File: config.mk
export PLATFORM = sky130hd
export DESIGN_NAME = console_uart_tx
export DESIGN_NICKNAME = d
export VERILOG_FILES = /design/src/rtl/console_uart_tx.sv
export SDC_FILE = /design/constraint.sdc
export NUM_CORES = 1
export LEC_CHECK = 0
export BUFFER_PORTS_ARGS = -buffer_cell sky130_fd_sc_hd__buf_2
export CORE_UTILIZATION = 55
export DETAILED_ROUTE_END_ITERATION = 7
export GPL_ROUTABILITY_DRIVEN = 0
export PLACE_DENSITY = 0.73
export SLEW_MARGIN = 40
export SYNTH_ARGS = -nofsm -noshare
export SYNTH_HDL_FRONTEND = slang
export SYNTH_SLANG_ARGS = --single-unit
File: constraint.sdc
create_clock -name clk -period 8.3 [get_ports clk]
set_input_delay 0.83 -clock clk [delete_from_list [all_inputs] [get_ports clk]]
set_output_delay 0.83 -clock clk [all_outputs]
set_load 0.02 [all_outputs]
File: src/rtl/console_uart_tx.sv
// Console byte sink for FPGA builds: buffers console writes in a small FIFO and
// serialises them 8N1, LSB first, onto a UART TX line that idles high.
module console_uart_tx #(
  parameter int unsigned XLEN       = 32,
  parameter int unsigned CLK_DIV    = 868,
  parameter int unsigned FIFO_DEPTH = 16
) (
  input  logic            clk,
  input  logic            reset,
  input  logic            console_we,
  input  logic [XLEN-1:0] console_wdata,
  output logic            tx,
  output logic            busy,
  output logic            fifo_full,
  output logic            overflow
);

  localparam int unsigned AW = $clog2(FIFO_DEPTH);
  localparam int unsigned BW = $clog2(CLK_DIV);

  localparam logic [BW-1:0] BAUD_ZERO = BW'(0);
  localparam logic [BW-1:0] BAUD_ONE  = BW'(1);
  localparam logic [BW-1:0] BAUD_LAST = BW'(CLK_DIV - 1);
  localparam logic [AW-1:0] PTR_ZERO  = AW'(0);
  localparam logic [AW-1:0] PTR_ONE   = AW'(1);
  localparam logic [AW:0]   CNT_ZERO  = (AW+1)'(0);
  localparam logic [AW:0]   CNT_ONE   = (AW+1)'(1);
  localparam logic [AW:0]   CNT_FULL  = (AW+1)'(FIFO_DEPTH);

  typedef enum logic [1:0] {
    S_IDLE  = 2'd0,
    S_START = 2'd1,
    S_DATA  = 2'd2,
    S_STOP  = 2'd3
  } state_e;

  state_e          state_q, state_d;
  logic [BW-1:0]   baud_q, baud_d;
  logic [2:0]      bit_idx_q, bit_idx_d;
  logic [7:0]      shift_q, shift_d;
  logic            tx_q, tx_d;
  logic [AW-1:0]   rptr_q, rptr_d;
  logic [AW-1:0]   wptr_q, wptr_d;
  logic [AW:0]     count_q, count_d;
  logic            overflow_q, overflow_d;
  logic [7:0]      mem_q [FIFO_DEPTH];

  logic            pop_s;
  logic            push_s;
  logic            bit_end_s;
  logic            fifo_empty_s;
  logic            fifo_full_s;
  logic            wdata_unused_s;

  assign bit_end_s      = (baud_q == BAUD_LAST);
  assign fifo_empty_s   = (count_q == CNT_ZERO);
  assign fifo_full_s    = (count_q == CNT_FULL);
  assign wdata_unused_s = ^console_wdata[XLEN-1:8];

  // FSM state register
  always_ff @(posedge clk or posedge reset) begin
    if (reset) begin
      state_q <= S_IDLE;
    end else begin
      state_q <= state_d;
    end
  end

  // FSM next state; a pop happens whenever a new frame is launched
  always_comb begin
    state_d = state_q;
    pop_s   = 1'b0;
    case (state_q)
      S_IDLE: begin
        if (!fifo_empty_s) begin
          state_d = S_START;
          pop_s   = 1'b1;
        end else begin
          state_d = S_IDLE;
        end
      end
      S_START: begin
        if (bit_end_s) begin
          state_d = S_DATA;
        end else begin
          state_d = S_START;
        end
      end
      S_DATA: begin
        if (bit_end_s && (bit_idx_q == 3'd7)) begin
          state_d = S_STOP;
        end else begin
          state_d = S_DATA;
        end
      end
      S_STOP: begin
        if (bit_end_s) begin
          if (!fifo_empty_s) begin
            state_d = S_START;
            pop_s   = 1'b1;
          end else begin
            state_d = S_IDLE;
          end
        end else begin
          state_d = S_STOP;
        end
      end
      default: begin
        state_d = S_IDLE;
        pop_s   = 1'b0;
      end
    endcase
  end

  // FSM outputs: baud counter, bit index, shift register and next tx level
  always_comb begin
    baud_d    = baud_q;
    bit_idx_d = bit_idx_q;
    shift_d   = shift_q;
    if (pop_s) begin
      baud_d    = BAUD_ZERO;
      bit_idx_d = 3'd0;
      shift_d   = mem_q[rptr_q];
    end else if (state_q == S_IDLE) begin
      baud_d = BAUD_ZERO;
    end else if (bit_end_s) begin
      baud_d = BAUD_ZERO;
      if (state_q == S_DATA) begin
        shift_d   = {1'b0, shift_q[7:1]};
        bit_idx_d = bit_idx_q + 3'd1;
      end else begin
        bit_idx_d = 3'd0;
      end
    end else begin
      baud_d = baud_q + BAUD_ONE;
    end

    // tx follows the state being entered so the line register lines up with it
    case (state_d)
      S_START: tx_d = 1'b0;
      S_DATA:  tx_d = shift_d[0];
      S_STOP:  tx_d = 1'b1;
      S_IDLE:  tx_d = 1'b1;
      default: tx_d = 1'b1;
    endcase
  end

  // Serialiser datapath registers
  always_ff @(posedge clk or posedge reset) begin
    if (reset) begin
      baud_q    <= BAUD_ZERO;
      bit_idx_q <= 3'd0;
      shift_q   <= 8'h00;
      tx_q      <= 1'b1;
    end else begin
      baud_q    <= baud_d;
      bit_idx_q <= bit_idx_d;
      shift_q   <= shift_d;
      tx_q      <= tx_d;
    end
  end

  // FIFO control: a full FIFO still accepts a byte when a pop frees a slot on the same edge
  always_comb begin
    push_s     = console_we && (!fifo_full_s || pop_s);
    overflow_d = overflow_q | (console_we & ~push_s);
    if (push_s) begin
      wptr_d = wptr_q + PTR_ONE;
    end else begin
      wptr_d = wptr_q;
    end
    if (pop_s) begin
      rptr_d = rptr_q + PTR_ONE;
    end else begin
      rptr_d = rptr_q;
    end
    case ({push_s, pop_s})
      2'b10:   count_d = count_q + CNT_ONE;
      2'b01:   count_d = count_q - CNT_ONE;
      default: count_d = count_q;
    endcase
  end

  // FIFO pointer, occupancy and sticky overflow registers
  always_ff @(posedge clk or posedge reset) begin
    if (reset) begin
      rptr_q     <= PTR_ZERO;
      wptr_q     <= PTR_ZERO;
      count_q    <= CNT_ZERO;
      overflow_q <= 1'b0;
    end else begin
      rptr_q     <= rptr_d;
      wptr_q     <= wptr_d;
      count_q    <= count_d;
      overflow_q <= overflow_d;
    end
  end

  // FIFO storage; contents are meaningless until written, so no reset
  always_ff @(posedge clk) begin
    if (push_s) begin
      mem_q[wptr_q] <= console_wdata[7:0];
    end
  end

  assign tx        = tx_q;
  assign busy      = (state_q != S_IDLE) || !fifo_empty_s;
  assign fifo_full = fifo_full_s;
  assign overflow  = overflow_q;

endmodule

Word level (Yosys, flattened, before mapping):

Memories as Yosys holds them, arrays and structs flattened.
Cells that the tools add are included.

* memories: 1
* input port bits: 35
* logic and storage cells: 71
* RAM bits: 128
* output and inout port bits: 4
* bits in registers: 38

Memories
* mem_q: words 16, width 8, read ports 1, clocked after Yosys merged registers in 0, wr ports 1, line 46 `logic [7:0] mem_q [FIFO_DEPTH];`

* reductions and logical operators: 16
* bitwise operators: 3
* add/sub/neg operators: 6
* equality and inequality tests: 12
* multiplexer cells: 23

Operators with widths (count)
* two-way mux 8 bit: 4
* two-way mux 10 bit: 3
* two-way mux 3 bit: 4
* adder 10 x 1 -> 10 bit, second input constant: 1
* equality test 10 bit, second input constant: 1
* equality test 2 bit, second input constant: 5
* case mux 5 bit (2 select lines): 1
* adder 4 x 1 -> 4 bit, second input constant: 2
* case mux 2 bit (4 select lines): 1
* nonzero test 2 bit: 4
* equality test 2 x 1 -> 1 bit, second input constant: 3
* two-way mux 1 bit: 6
* adder 5 x 1 -> 5 bit, second input constant: 1
* equality test 5 bit, second input constant: 1
* logical NOT 5 bit: 1
* subtractor 5 x 1 -> 5 bit, second input constant: 1
* logical NOT 2 bit: 2
* two-way mux 2 bit: 2
* adder 3 x 1 -> 3 bit, second input constant: 1
* equality test 3 bit, second input constant: 1
* case mux 1 bit (3 select lines): 1
* AND reduction 3 bit: 1
* logical AND 1 bit: 2
* logical NOT 1 bit: 2
* 8 further kinds: 9

Longest topological paths before layout:

* depth in word-level cells: 9
* depth in mapped cells: 11
* mapped depth without buffers: 10

Worst setup path before layout:

No wires, ideal clock.

* path type: flip-flop to flip-flop
* from: reg baud_q[0]
* to: reg count_q[4]
* stages on the path, launching flop included: 11
* period minus slack after synthesis: 2832 ps
* buffers on the path: 0
* slack: 5468 ps
* required time: 8180 ps
* arrival: 2711 ps
* cell sequence: dfrtp_1 -> ha_1 -> nor4b_2 -> a41oi_1 -> nor4_2 -> ha_1 -> a21o_1 -> a21oi_1 -> nand2b_1 -> o2bb2ai_1 -> o211a_1

* longest elaborated chain between the ends: 7
* elaborated cells on any way between the ends: 9
* classes of those cells: eq/ne (3); mux (3); reduce/logical (3)

RTL lines
* start, declared: line 38 `logic [BW-1:0] baud_q, baud_d;`
* start signal, assigned: line 156 `baud_q <= baud_d;`
* equality test 10 bit (*): line 55 `assign bit_end_s = (baud_q == BAUD_LAST);`
* two-way mux 1 bit (*): line 97 `if (bit_end_s) begin`
* case mux 1 bit (2 select lines) (*): line 73 `case (state_q)`
* logical OR 1 bit: line 165 `push_s = console_we && (!fifo_full_s || pop_s);`
* logical AND 1 bit: line 165
* equality test 2 x 1 -> 1 bit / equality test 2 bit (equally long branches): line 177 `case ({push_s, pop_s})`
* case mux 5 bit (2 select lines) / nonzero test 2 bit (equally long branches)
* end signal, assigned: line 194 `count_q <= count_d;`
* end, declared: line 44 `logic [AW:0] count_q, count_d;`

Every way passes the cells marked *; elsewhere a longest branch is shown, timed or not.
A chain may end at the register's enable or synchronous reset.

Worst setup path in the final report:

Same ends and word-level chain as after synthesis.

==> impl_metrics.yaml <==
cts:
  postCtsHoldBufs: 0
  cts_made_buffers: 17
  clk_latency_ps: 420
  htree_levels: 4
  cts_resized: 0
  cts_tree: "yes"
  cts_buffer_depth: 2
  root_buffer: "clkbuf_16"
  cts_setup_buffers: 0
  clkSlewWorstSetupHoldPaths_ps: 60
  cts.sinks: 166
drt:
  routedWlPerCell_um: 20.1
  routed_wl_um: 12100
  via_per_inst: 5.73
  drtAntennaViolNets: 0
  drtIter0Drc: 301
  via_count: 3449
  drcViolationCount: 0
  dr.pass1.iters: 4
yosys:
  synthArstFlopShare_pct: 22.9
  synthCells: 401
  ys_ff_latch: 166
  yosysUniqueCellTypes: 52
  ys_warn_count: 0
  syn-cell-area_sq_mm: 0.00704
  synth_nets: 454
  synth_edf_count: 128
  syn_area_per_cell_sq_um: 17.5
  synth_flop_cell: "edfxtp_1"
  ys_seq_area_share_pct: 68.2
critical_path:
  startpoint_type: "register"
  worstRegToRegCells: 10
  reg2reg_from: "baud_q[0]$_DFF_PP0_"
  ff2ff_setup_slack_ps: 4940
  rr_endpoint: "count_q[4]$_DFFE_PP0P_"
  crit_arrival_ps: 3670
  cp_data_required_time_ps: 8610
  crit_type: "reg -> reg"
  critPathCaptureType: "register"
  crit_fanout: 7
cells_and_area:
  finish.utilization_pct: 64.0
  fillCellCount: 847
  final_cell_mix: "128 x edfxtp_1, 39 x mux4_2, 35 x dfrtp_1"
  num-nets-final: 476
  synthToLayoutAreaGrowth_pct: 11.6
  layout_commonest_cell: "edfxtp_1"
  diodes: 0
  drive_gt1_share_pct: 24.0
sta:
  min_period_ps: 3360
  hold_viol: 0
  fmax_mhz: 298
  skew_ps: 9.85
  tightest_slew_ps: 833
  drv_slew: 0
  final.setup.tns_ps: 0
  rsz0062_at_grt: "no"
  setup_viol: 0
  maxSlewHeadroom_pct: 44.3
  finalCritPeriodShare_pct: 40.5
flow_run:
  cap_viol_max_count: 0
worst_hold_path:
  whs_endpoint: "overflow$_DFF_PP0_"
  hold_start: "overflow$_DFF_PP0_"
  hp-class: "reg -> reg"
  hold_depth: 1
placement:
  io_buffers: 14
  dpl.hpwl_um: 7880
grt:
  grt_pass1_vias: 3598
  grt_use_met2_pct: 33.5
  grt_max_degree: 39
  overflow: 0
  antenna_found_initial: 0
  grt_use_total_pct: 20.5
  grt-busiest-layer: "met2"
  use_met3_pct: 5.06
  grt_pass1_wl_um: 19100
  grtUsageMet1_pct: 27.0
floorplanning:
  io_pins: 39
  start_util_pct: 57.4
  dieArea_sq_mm: 0.0133
  rows: 40
  die_x_um: 115
  fp.dieH_um: 115
  core_sq_mm: 0.0123
power:
  p_per_area_mw_per_mm2: 307
  leakage_nw: 2.75
  max-vdd-ir-drop_v: 0.000174
outcome:
  status: "finished, final reports clean"
[synth_stat cells, types with 2 or more instances]
library cell / number / area [sq um]
edfxtp_1: 128 / 3840
mux4_2: 39 / 878
dfrtp_1: 37 / 926
nor2_1: 28 / 105
ha_1: 17 / 213
nand2_1: 16 / 60.1
inv_1: 10 / 37.5
mux2i_1: 9 / 90.1
o21ai_1: 9 / 45.0
xnor2_1: 9 / 78.8
clkbuf_1: 8 / 30.0
xor2_1: 8 / 70.1
a21oi_1: 7 / 35.0
nand2b_1: 7 / 43.8
nand3_1: 7 / 35.0
buf_2: 6 / 30.0
nor3_1: 5 / 25.0
o211ai_1: 4 / 30.0
a21o_1: 3 / 22.5
buf_1: 3 / 11.3
mux2_1: 3 / 33.8
nand4_1: 3 / 18.8
o21ai_0: 3 / 15.0
a22o_1: 2 / 17.5
and3_1: 2 / 12.5
nor2b_1: 2 / 12.5
[stage by stage]
step	worst slack, ps	cell area [sq um]	hold WS [ps]	total power [mW]	cells
final	4940	7850	466	2.41	602
after global routing	4740	7850	488	2.53	602
after CTS	4910	7840	477	2.43	602
after detailed placement	4930	7280	463	1.69	572
after global placement	5110	7280	436	1.66	572
after floorplan	5470	7040	447	1.55	401
[power breakdown]
| part | switching (mW) | internal [mW] | total, mW |
|---|---|---|---|
| clock network | 0.307 | 0.438 | 0.745 |
| registers | 0.102 | 1.03 | 1.13 |
| logic | 0.270 | 0.269 | 0.538 |
[kinds of logic (layout without fill, tap and decap cells)]
family	after synthesis	after routing	synth area share, %
AO/OA/AOI/OAI	38	38	3.82
multiplexers	52	52	14.4
XOR/XNOR	17	17	2.12
adder cells (fa/ha/maj)	18	18	3.31
AND/OR/NAND/NOR	82	82	6.37
buffers and inverters	28	61	1.83
flip-flops	166	166	68.2
[worst max path at each step]
| stage | start | end | slack (ps) | cells past startpoint |
|---|---|---|---|---|
| global placement | baud_q[0]$_DFF_PP0_ | count_q[4]$_DFFE_PP0P_ | 5110 | 10 |
| global route | baud_q[0]$_DFF_PP0_ | count_q[4]$_DFFE_PP0P_ | 4740 | 10 |
| CTS | baud_q[0]$_DFF_PP0_ | count_q[4]$_DFFE_PP0P_ | 4910 | 10 |
| finish | baud_q[0]$_DFF_PP0_ | count_q[4]$_DFFE_PP0P_ | 4940 | 10 |
| detailed placement | baud_q[0]$_DFF_PP0_ | count_q[4]$_DFFE_PP0P_ | 4930 | 10 |
| floorplan | baud_q[0]$_DFF_PP0_ | count_q[4]$_DFFE_PP0P_ | 5470 | 10 |
[layout make-up]
cell class                 count  area (sq um)  area share (%)
tap                          168           210            2.68
sequential                   166          4800            61.1
multi-input combinational    207          2120            27.0
inverter                      10          37.5           0.478
timing repair buffer          21           123            1.56
clock buffer                  17           425            5.42
clock inverter                13           133            1.69
[registers in the layout, indices dropped and copies added, names as in the netlist]
name       count
baud_q        10
bit_idx_q      3
count_q        5
mem_q        128
overflow       1
rptr_q         4
shift_q        8
state_q        2
tx             1
wptr_q         4
[metal layers]
layer	share of wire, %	vias to the layer above
met1	45	1771
li1	-	1606
met4	1.4	0
met5	0	-
met3	3.0	14
met2	50	58
[worst max-delay path: stages (launching register included)]
cell and delay, ps:
dfrtp_1 380, ha_1 290, nor4b_2 340, a41oi_1 310, nor4_2 680, ha_1 400
a21o_1 180, a21oi_1 250, nand2b_1 140, o2bb2ai_1 70, o211a_1 210
No activity file was read; power rests on OpenSTA's default activity.
